<file path="config.mk">
export PLATFORM = sky130hd
export DESIGN_NAME = wallace_mul_pipe
export DESIGN_NICKNAME = d
export VERILOG_FILES = /design/src/rtl/wallace_mul_pipe.sv
export SDC_FILE = /design/constraint.sdc
export NUM_CORES = 2
export LEC_CHECK = 0
export BUFFER_PORTS_ARGS = -buffer_cell sky130_fd_sc_hd__buf_2
export CAP_MARGIN = 5
export CORE_MARGIN = 2
export CORE_UTILIZATION = 65
export CTS_BUF_LIST = sky130_fd_sc_hd__clkbuf_4 sky130_fd_sc_hd__clkbuf_8 sky130_fd_sc_hd__clkbuf_16
export DETAILED_ROUTE_END_ITERATION = 8
export PLACE_DENSITY_LB_ADDON = 0.08
export SLEW_MARGIN = 40
export SYNTH_ARGS = -nofsm -noshare
export SYNTH_HDL_FRONTEND = slang
export SYNTH_SLANG_ARGS = --single-unit
</file>
<file path="constraint.sdc">
create_clock -name clk -period 4.1 [get_ports clk]
set_input_delay 0.82 -clock clk [delete_from_list [all_inputs] [get_ports clk]]
set_output_delay 0.82 -clock clk [all_outputs]
set_load 0.05 [all_outputs]
</file>
<file path="src/rtl/wallace_mul_pipe.sv">
// -----------------------------------------------------------------------------
// wallace_mul_pipe
//
// Three-stage pipelined WIDTH x WIDTH multiplier built on a Wallace tree of
// 3:2 carry-save compressors. Handles unsigned and two's-complement operands,
// selected per operand pair.
//
//   S1 : partial-product generation (with sign-correction rows) plus the first
//        CSA levels of the Wallace tree.
//   S2 : remaining CSA levels, down to two rows (sum, carry).
//   S3 : final carry-propagate add into z.
//
// Handshake (both sides): a transfer happens at a rising clk edge where
// valid && ready are both high. valid must not depend on ready. Once the
// block raises out_valid it holds z and out_valid stable until out_ready is
// seen high. in_ready is combinational: clrn && !(out_valid && !out_ready).
//
// Ports
//   clk        in   rising-edge clock for all state
//   clrn       in   synchronous active-low reset
//   in_valid   in   producer offers (a, b, sign_mode)
//   in_ready   out  block accepts the offer this cycle
//   a          in   [WIDTH-1:0]   multiplicand
//   b          in   [WIDTH-1:0]   multiplier
//   sign_mode  in   0 = unsigned, 1 = two's complement (ignored if !SIGNED_EN)
//   out_valid  out  z holds a valid product
//   out_ready  in   consumer takes the product this cycle
//   z          out  [2*WIDTH-1:0] product
//   busy       out  some pipeline stage holds a valid item
//
// Parameters
//   WIDTH      operand width, 4..32
//   SIGNED_EN  1: honour sign_mode; 0: always unsigned
// -----------------------------------------------------------------------------
module wallace_mul_pipe #(
   parameter int WIDTH     = 24,
   parameter int SIGNED_EN = 1
) (
   input  logic                 clk,
   input  logic                 clrn,
   input  logic                 in_valid,
   output logic                 in_ready,
   input  logic [WIDTH-1:0]     a,
   input  logic [WIDTH-1:0]     b,
   input  logic                 sign_mode,
   output logic                 out_valid,
   input  logic                 out_ready,
   output logic [2*WIDTH-1:0]   z,
   output logic                 busy
);

   // --------------------------------------------------------------------------
   // Tree geometry
   // --------------------------------------------------------------------------
   localparam int ZW  = 2 * WIDTH;
   // One row per multiplier bit, plus one row carrying the +1 that completes
   // the two's-complement negation of the multiplier's sign-bit row.
   localparam int NPP = WIDTH + 1;

   typedef logic [ZW-1:0] row_t;
   typedef row_t          rows_t [NPP];

   // Row count after one Wallace level: every full group of three rows becomes
   // two, leftovers pass straight through.
   function automatic int next_rows(input int n);
      if (n <= 2) return n;
      return 2 * (n / 3) + (n % 3);
   endfunction

   function automatic int levels_to_two(input int n);
      int k;
      int c;
      k = n;
      c = 0;
      while (k > 2) begin
         k = next_rows(k);
         c = c + 1;
      end
      return c;
   endfunction

   function automatic int rows_after(input int n, input int lv);
      int k;
      k = n;
      for (int i = 0; i < lv; i++) k = next_rows(k);
      return k;
   endfunction

   localparam int NLEV   = levels_to_two(NPP);
   // S1 takes the first two levels; S2 takes the rest. For the legal width
   // range NLEV >= 3, so S2 always has at least one level.
   localparam int S1_LEV = (NLEV < 2) ? NLEV : 2;
   localparam int S2_LEV = NLEV - S1_LEV;
   localparam int N1     = rows_after(NPP, S1_LEV);

   // One Wallace level over the first n rows of r. Results are packed to the
   // low indices; rows beyond the new count are zero. All arithmetic is
   // modulo 2^ZW, which is exact for the final product.
   function automatic rows_t csa_level(input rows_t r, input int n);
      rows_t o;
      row_t  x;
      row_t  y;
      row_t  w;
      int    groups;
      int    rem;
      for (int i = 0; i < NPP; i++) o[i] = '0;
      groups = n / 3;
      rem    = n % 3;
      for (int g = 0; g < NPP / 3; g++) begin
         if (g < groups) begin
            x            = r[3*g];
            y            = r[3*g+1];
            w            = r[3*g+2];
            o[2*g]       = x ^ y ^ w;
            o[2*g+1]     = ((x & y) | (x & w) | (y & w)) << 1;
         end
      end
      for (int m = 0; m < 2; m++) begin
         if (m < rem) o[2*groups+m] = r[3*groups+m];
      end
      return o;
   endfunction

   // --------------------------------------------------------------------------
   // Pipeline control
   // --------------------------------------------------------------------------
   logic s1_valid;
   logic s2_valid;
   logic s3_valid;
   logic stall;
   logic accept;

   // The whole pipeline freezes while the output is held back; bubbles are
   // not squeezed out, which keeps ordering and hold behaviour trivial.
   assign stall     = s3_valid && !out_ready;
   assign in_ready  = clrn && !stall;
   assign accept    = in_valid && in_ready;
   assign out_valid = s3_valid;
   assign busy      = s1_valid || s2_valid || s3_valid;

   // --------------------------------------------------------------------------
   // S1 combinational: partial products and first CSA levels
   // --------------------------------------------------------------------------
   logic  sm_in;
   rows_t pp;
   rows_t s1_next;
   rows_t s1_rows;

   // sign_mode only shapes the partial products, so it is consumed here and
   // travels onward implicitly inside the captured rows.
   assign sm_in = (SIGNED_EN != 0) && sign_mode;

   always_comb begin : pp_gen
      row_t a_ext;
      a_ext = {{WIDTH{sm_in & a[WIDTH-1]}}, a};
      for (int i = 0; i < NPP; i++) pp[i] = '0;
      for (int i = 0; i < WIDTH; i++) begin
         if (b[i]) pp[i] = a_ext << i;
      end
      // Signed: the multiplier's top bit weighs -2^(WIDTH-1), so its row is
      // subtracted: -(x) = ~x + 1, the +1 going into the spare last row.
      if (sm_in && b[WIDTH-1]) begin
         pp[WIDTH-1] = ~(a_ext << (WIDTH-1));
         pp[WIDTH]   = row_t'(1);
      end
   end

   always_comb begin : s1_reduce
      rows_t r;
      int    n;
      r = pp;
      n = NPP;
      for (int l = 0; l < S1_LEV; l++) begin
         r = csa_level(r, n);
         n = next_rows(n);
      end
      s1_next = r;
   end

   // --------------------------------------------------------------------------
   // S2 combinational: finish the tree down to sum/carry
   // --------------------------------------------------------------------------
   row_t s2_sum_next;
   row_t s2_carry_next;
   row_t s2_sum;
   row_t s2_carry;

   // Rows of s1_rows at index >= N1 are always zero; they are kept in the
   // array only to share the row type with the tree function.
   always_comb begin : s2_reduce
      rows_t r;
      int    n;
      r = s1_rows;
      n = N1;
      for (int l = 0; l < S2_LEV; l++) begin
         r = csa_level(r, n);
         n = next_rows(n);
      end
      s2_sum_next   = r[0];
      s2_carry_next = r[1];
   end

   // --------------------------------------------------------------------------
   // Stage registers
   // --------------------------------------------------------------------------
   always_ff @(posedge clk) begin
      if (!clrn) begin
         s1_valid <= 1'b0;
         s2_valid <= 1'b0;
         s3_valid <= 1'b0;
         for (int i = 0; i < NPP; i++) s1_rows[i] <= '0;
         s2_sum   <= '0;
         s2_carry <= '0;
         z        <= '0;
      end else if (!stall) begin
         s1_valid <= accept;
         if (accept) s1_rows <= s1_next;

         s2_valid <= s1_valid;
         if (s1_valid) begin
            s2_sum   <= s2_sum_next;
            s2_carry <= s2_carry_next;
         end

         s3_valid <= s2_valid;
         if (s2_valid) z <= s2_sum + s2_carry;
      end
   end

endmodule

</file>
==> run_summary.xml <==
<?xml version="1.0" encoding="UTF-8"?>
<metrics>
  <group name="cts">
    <metric name="clkSlewWorstSetupHoldPaths" unit="ns">0.06</metric>
    <metric name="clk-insertion-delay-late" unit="ns">0.62</metric>
    <metric name="postCtsResizedCells" unit="">0</metric>
    <metric name="postCtsHoldBufs" unit="">0</metric>
    <metric name="cts.path.max_buffers" unit="">3</metric>
    <metric name="clock_tree_from_tritoncts" unit="">yes</metric>
    <metric name="clock_tree.root_cell" unit="">sky130_fd_sc_hd__clkbuf_16</metric>
    <metric name="clock-sinks" unit="">461</metric>
    <metric name="post-cts-setup-buffer-count" unit="">0</metric>
    <metric name="clock_tree.htree_level_count" unit="">2</metric>
    <metric name="cts_buffers" unit="">53</metric>
  </group>
  <group name="route">
    <metric name="drt-initial-drc-count" unit="">2293</metric>
    <metric name="route.antenna.remaining_nets" unit="">0</metric>
    <metric name="drt-pass1-iter-count" unit="">6</metric>
    <metric name="route.vias.total" unit="">28100</metric>
    <metric name="wl_per_cell" unit="um">18.4</metric>
    <metric name="vias_per_cell" unit="">5.56</metric>
    <metric name="drc_errors" unit="">0</metric>
    <metric name="postRouteWirelength" unit="mm">93.1</metric>
  </group>
  <group name="sta">
    <metric name="slew_violations" unit="">0</metric>
    <metric name="setup_violators_final" unit="">0</metric>
    <metric name="timing.fmax" unit="MHz">272</metric>
    <metric name="finalHoldViolCount" unit="">0</metric>
    <metric name="post-route-period-util" unit="%">89.8</metric>
    <metric name="maxSlewHeadroom" unit="%">48.0</metric>
    <metric name="finalWorstPathRequiredPeriod" unit="ns">3.68</metric>
    <metric name="post_route_setup_tns" unit="ns">0</metric>
    <metric name="timing_worst_slew_pin_value" unit="ns">0.780</metric>
    <metric name="final.setup_skew" unit="ns">0.0270</metric>
    <metric name="rsz_0062_raised_after_global_routing" unit="">false</metric>
  </group>
  <group name="critical_path">
    <metric name="delay_contributed_by_the_slowest_stage_of_the_critical_path" unit="ns">0.50</metric>
    <metric name="regToRegStartpoint" unit="">s1_rows[1198]</metric>
    <metric name="critPathLaunchType" unit="">flop</metric>
    <metric name="crit_type" unit="">flop to flop</metric>
    <metric name="critical_path.startpoint" unit="">s1_rows[1198]</metric>
    <metric name="worstSetupEndpointType" unit="">flop</metric>
    <metric name="crit_path_max_fanout" unit="">7</metric>
    <metric name="crit_slowest_cell" unit="">sky130_fd_sc_hd__fa_1</metric>
    <metric name="timing.critical_path.required" unit="ns">4.61</metric>
    <metric name="crit_chain" unit="">fa_1 -&gt; inv_1 -&gt; fa_1 -&gt; inv_1 -&gt; fa_1 -&gt; fa_1 -&gt; xor2_1 -&gt; xnor2_1 -&gt; xnor2_1 -&gt; xnor2_1 -&gt; o21ai_0 -&gt; and2_1</metric>
    <metric name="critPathArrivalTime" unit="ns">4.20</metric>
    <metric name="reg2reg_depth" unit="">12</metric>
    <metric name="rrSetupSlack" unit="ns">0.42</metric>
    <metric name="timing.rr.end" unit="">s2_sum[47]</metric>
    <metric name="most_common_cell_type_on_the_critical_path" unit="">sky130_fd_sc_hd__fa_1</metric>
  </group>
  <group name="layout">
    <metric name="areaGrowthSynthToFinish" unit="%">6.87</metric>
    <metric name="diodes" unit="">0</metric>
    <metric name="post_route_cells_drive_above_1_share" unit="%">5.84</metric>
    <metric name="postLayoutCoreUtil" unit="%">70.6</metric>
    <metric name="finalNetCount" unit="">5067</metric>
  </group>
  <group name="pwr">
    <metric name="power_density" unit="nW/um^2">434</metric>
    <metric name="power.leakage" unit="nW">18.3</metric>
    <metric name="vdd.ir_drop.worst" unit="mV">0.370</metric>
  </group>
  <group name="synthesis">
    <metric name="yosys.cell_count.top_type" unit="">sky130_fd_sc_hd__nand2_1</metric>
    <metric name="synth.top_cells.by_area" unit="">sky130_fd_sc_hd__fa_1, sky130_fd_sc_hd__dfxtp_1, sky130_fd_sc_hd__nand2_1</metric>
    <metric name="synth_edf_count" unit="">0</metric>
    <metric name="syn_nets" unit="">5154</metric>
    <metric name="post_synth_num_cell_types" unit="">67</metric>
    <metric name="ys_seq_elements" unit="">461</metric>
    <metric name="yosysSeqAreaShare" unit="%">24.1</metric>
    <metric name="number_of_instances_in_the_synthesized_netlist" unit="">4343</metric>
    <metric name="synth_top_cells_by_count" unit="">sky130_fd_sc_hd__nand2_1, sky130_fd_sc_hd__fa_1, sky130_fd_sc_hd__inv_1</metric>
    <metric name="yosys_warnings" unit="">0</metric>
    <metric name="post_synth_design_cell_area" unit="um^2">38200</metric>
    <metric name="async_reset_ff_share" unit="%">0</metric>
    <metric name="synth_top_area_share" unit="%">31.9</metric>
    <metric name="synth-main-ff-cell" unit="">sky130_fd_sc_hd__dfxtp_1</metric>
    <metric name="netlist.top_cell.by_area" unit="">sky130_fd_sc_hd__fa_1</metric>
    <metric name="post_synth.cell_area_avg" unit="um^2">8.80</metric>
  </group>
  <group name="floorplanning">
    <metric name="std_cell_rows" unit="">88</metric>
    <metric name="floorplan.io_pins" unit="">104</metric>
    <metric name="floorplan.die.width" unit="um">247</metric>
    <metric name="floorplan.core_area" unit="um^2">57900</metric>
    <metric name="floorplan.initialDensity" unit="%">66.0</metric>
    <metric name="die_h" unit="um">247</metric>
    <metric name="design.die.area" unit="um^2">60800</metric>
  </group>
  <group name="grt">
    <metric name="grt_first_pass_wirelength" unit="mm">153</metric>
    <metric name="grt_antenna_before_repair" unit="">1</metric>
    <metric name="first_global_vias" unit="">28400</metric>
    <metric name="pin_count_of_the_biggest_net_entering_global_routing" unit="">201</metric>
    <metric name="grt_overflow" unit="">0</metric>
    <metric name="groute.usage.overall" unit="%">32.1</metric>
  </group>
  <group name="status">
    <metric name="run_status" unit="">finished, final reports clean</metric>
  </group>
  <group name="place">
    <metric name="gp_routability_congestion" unit="">0.873</metric>
    <metric name="port_buffers" unit="">103</metric>
    <metric name="hpwlAfterDp" unit="mm">66.9</metric>
  </group>
  <group name="worst_hold_path">
    <metric name="hold_end" unit="">s1_rows[937]</metric>
    <metric name="worst_hold_path_type" unit="">flop to flop</metric>
    <metric name="worstHoldPathCells" unit="">2</metric>
    <metric name="timing.hold.worst.start" unit="">s1_rows[937]</metric>
  </group>
  <group name="flow_run">
    <metric name="max-cap-violations" unit="">0</metric>
  </group>
</metrics>
routing by layer:
metal	track usage (%)	share of wire, %	vias up
li1	-	-	13100
met1	49.0	47	13900
met2	47.8	43	985
met3	5.88	8.0	126
met4	6.77	1.7	2
met5	0	0.014	-
critical path, delay by kind of cell (launching register included):
| family | cells | cell delay (ns) |
|---|---|---|
| and+or+nand+nor | 1 | 0.16 |
| buffers and inverters | 2 | 0.43 |
| xor gates and xnor gates | 4 | 0.65 |
| AOI/OAI and AO/OA | 1 | 0.07 |
| DFF | 1 | 0.41 |
| adders and majority gates | 4 | 1.84 |
metrics by stage:
stage	power (W)	hold WS [ns]	setup WS, ns	cells	cell area [um^2]
floorplan	0.0105	0.436	0.453	4343	38200
global placement	0.0125	0.444	0.472	4963	39000
detailed placement	0.0127	0.451	0.422	4965	39000
CTS	0.0177	0.458	0.394	5060	40800
global route	0.0192	0.477	0.191	5061	40900
finish	0.0177	0.455	0.418	5061	40900
layout by cell type, fill, tap and decap left out, types with 4 or more instances in the layout:
cell type / count
sky130_fd_sc_hd__nand2_1: 1047
sky130_fd_sc_hd__fa_1: 609
sky130_fd_sc_hd__inv_1: 518
sky130_fd_sc_hd__and2_1: 464
sky130_fd_sc_hd__dfxtp_1: 461
sky130_fd_sc_hd__o21ai_0: 368
sky130_fd_sc_hd__ha_1: 149
sky130_fd_sc_hd__a21boi_0: 104
sky130_fd_sc_hd__buf_2: 102
sky130_fd_sc_hd__clkbuf_16: 53
sky130_fd_sc_hd__xor2_1: 52
sky130_fd_sc_hd__a21oi_1: 48
sky130_fd_sc_hd__xnor2_1: 35
sky130_fd_sc_hd__nor2_1: 33
sky130_fd_sc_hd__nand3_1: 31
sky130_fd_sc_hd__a21o_1: 20
sky130_fd_sc_hd__buf_4: 19
sky130_fd_sc_hd__clkbuf_8: 17
sky130_fd_sc_hd__and3_1: 14
sky130_fd_sc_hd__o21a_1: 11
sky130_fd_sc_hd__nand4_1: 11
sky130_fd_sc_hd__clkbuf_4: 10
sky130_fd_sc_hd__a31oi_1: 8
sky130_fd_sc_hd__buf_12: 8
sky130_fd_sc_hd__nor2b_1: 7
sky130_fd_sc_hd__clkinv_2: 7
sky130_fd_sc_hd__o21ai_1: 5
sky130_fd_sc_hd__o211a_1: 5
sky130_fd_sc_hd__nand2b_1: 4
sky130_fd_sc_hd__a211oi_1: 4
sky130_fd_sc_hd__nor3_1: 4
sky130_fd_sc_hd__bufinv_16: 4
worst max path at each step:
stage               cells after the start  slack [ns]         end
floorplan                              12        0.45  s2_sum[47]
global placement                       12        0.47  s2_sum[47]
detailed placement                     12        0.42  s2_sum[47]
CTS                                    12        0.39  s2_sum[47]
global route                           12        0.19  s2_sum[47]
finish                                 12        0.42  s2_sum[47]
final cells by class:
class / count / area (um^2)
Inverter: 518 / 1940
Sequential cell: 461 / 9230
Timing Repair Buffer: 132 / 883
Clock buffer: 80 / 1640
Clock inverter: 15 / 188
Fill cell: 4649 / 17100
Multi-Input combinational cell: 3090 / 26000
Tap cell: 765 / 957
kinds of logic (layout without fill, tap and decap cells):
group                    Yosys count  count (layout)  synth area share (%)
AND/OR/NAND/NOR                 1631            1631                  19.5
buffers and inverters            792             745                  7.85
adder cells (fa/ha/maj)          759             759                  36.8
AO/OA/AOI/OAI                    612             612                  9.66
flip-flops                       461             461                  24.1
XOR/XNOR                          87              87                  1.99
multiplexers                       1               1                0.0393
sequential cells by signal, summed over array words and instances (netlist names):
signal	count
out_valid	1
s1_rows	316
s1_valid	1
s2_carry	46
s2_sum	48
s2_valid	1
z	48
power breakdown:
group / leakage, nW / internal (W) / switching (W) / total [W]
logic: 13.6 / 0.00295 / 0.00440 / 0.00735
clock network: 0.915 / 0.00299 / 0.00197 / 0.00495
registers: 3.77 / 0.00503 / 0.000396 / 0.00542
Power figures use the tool's default switching activity.
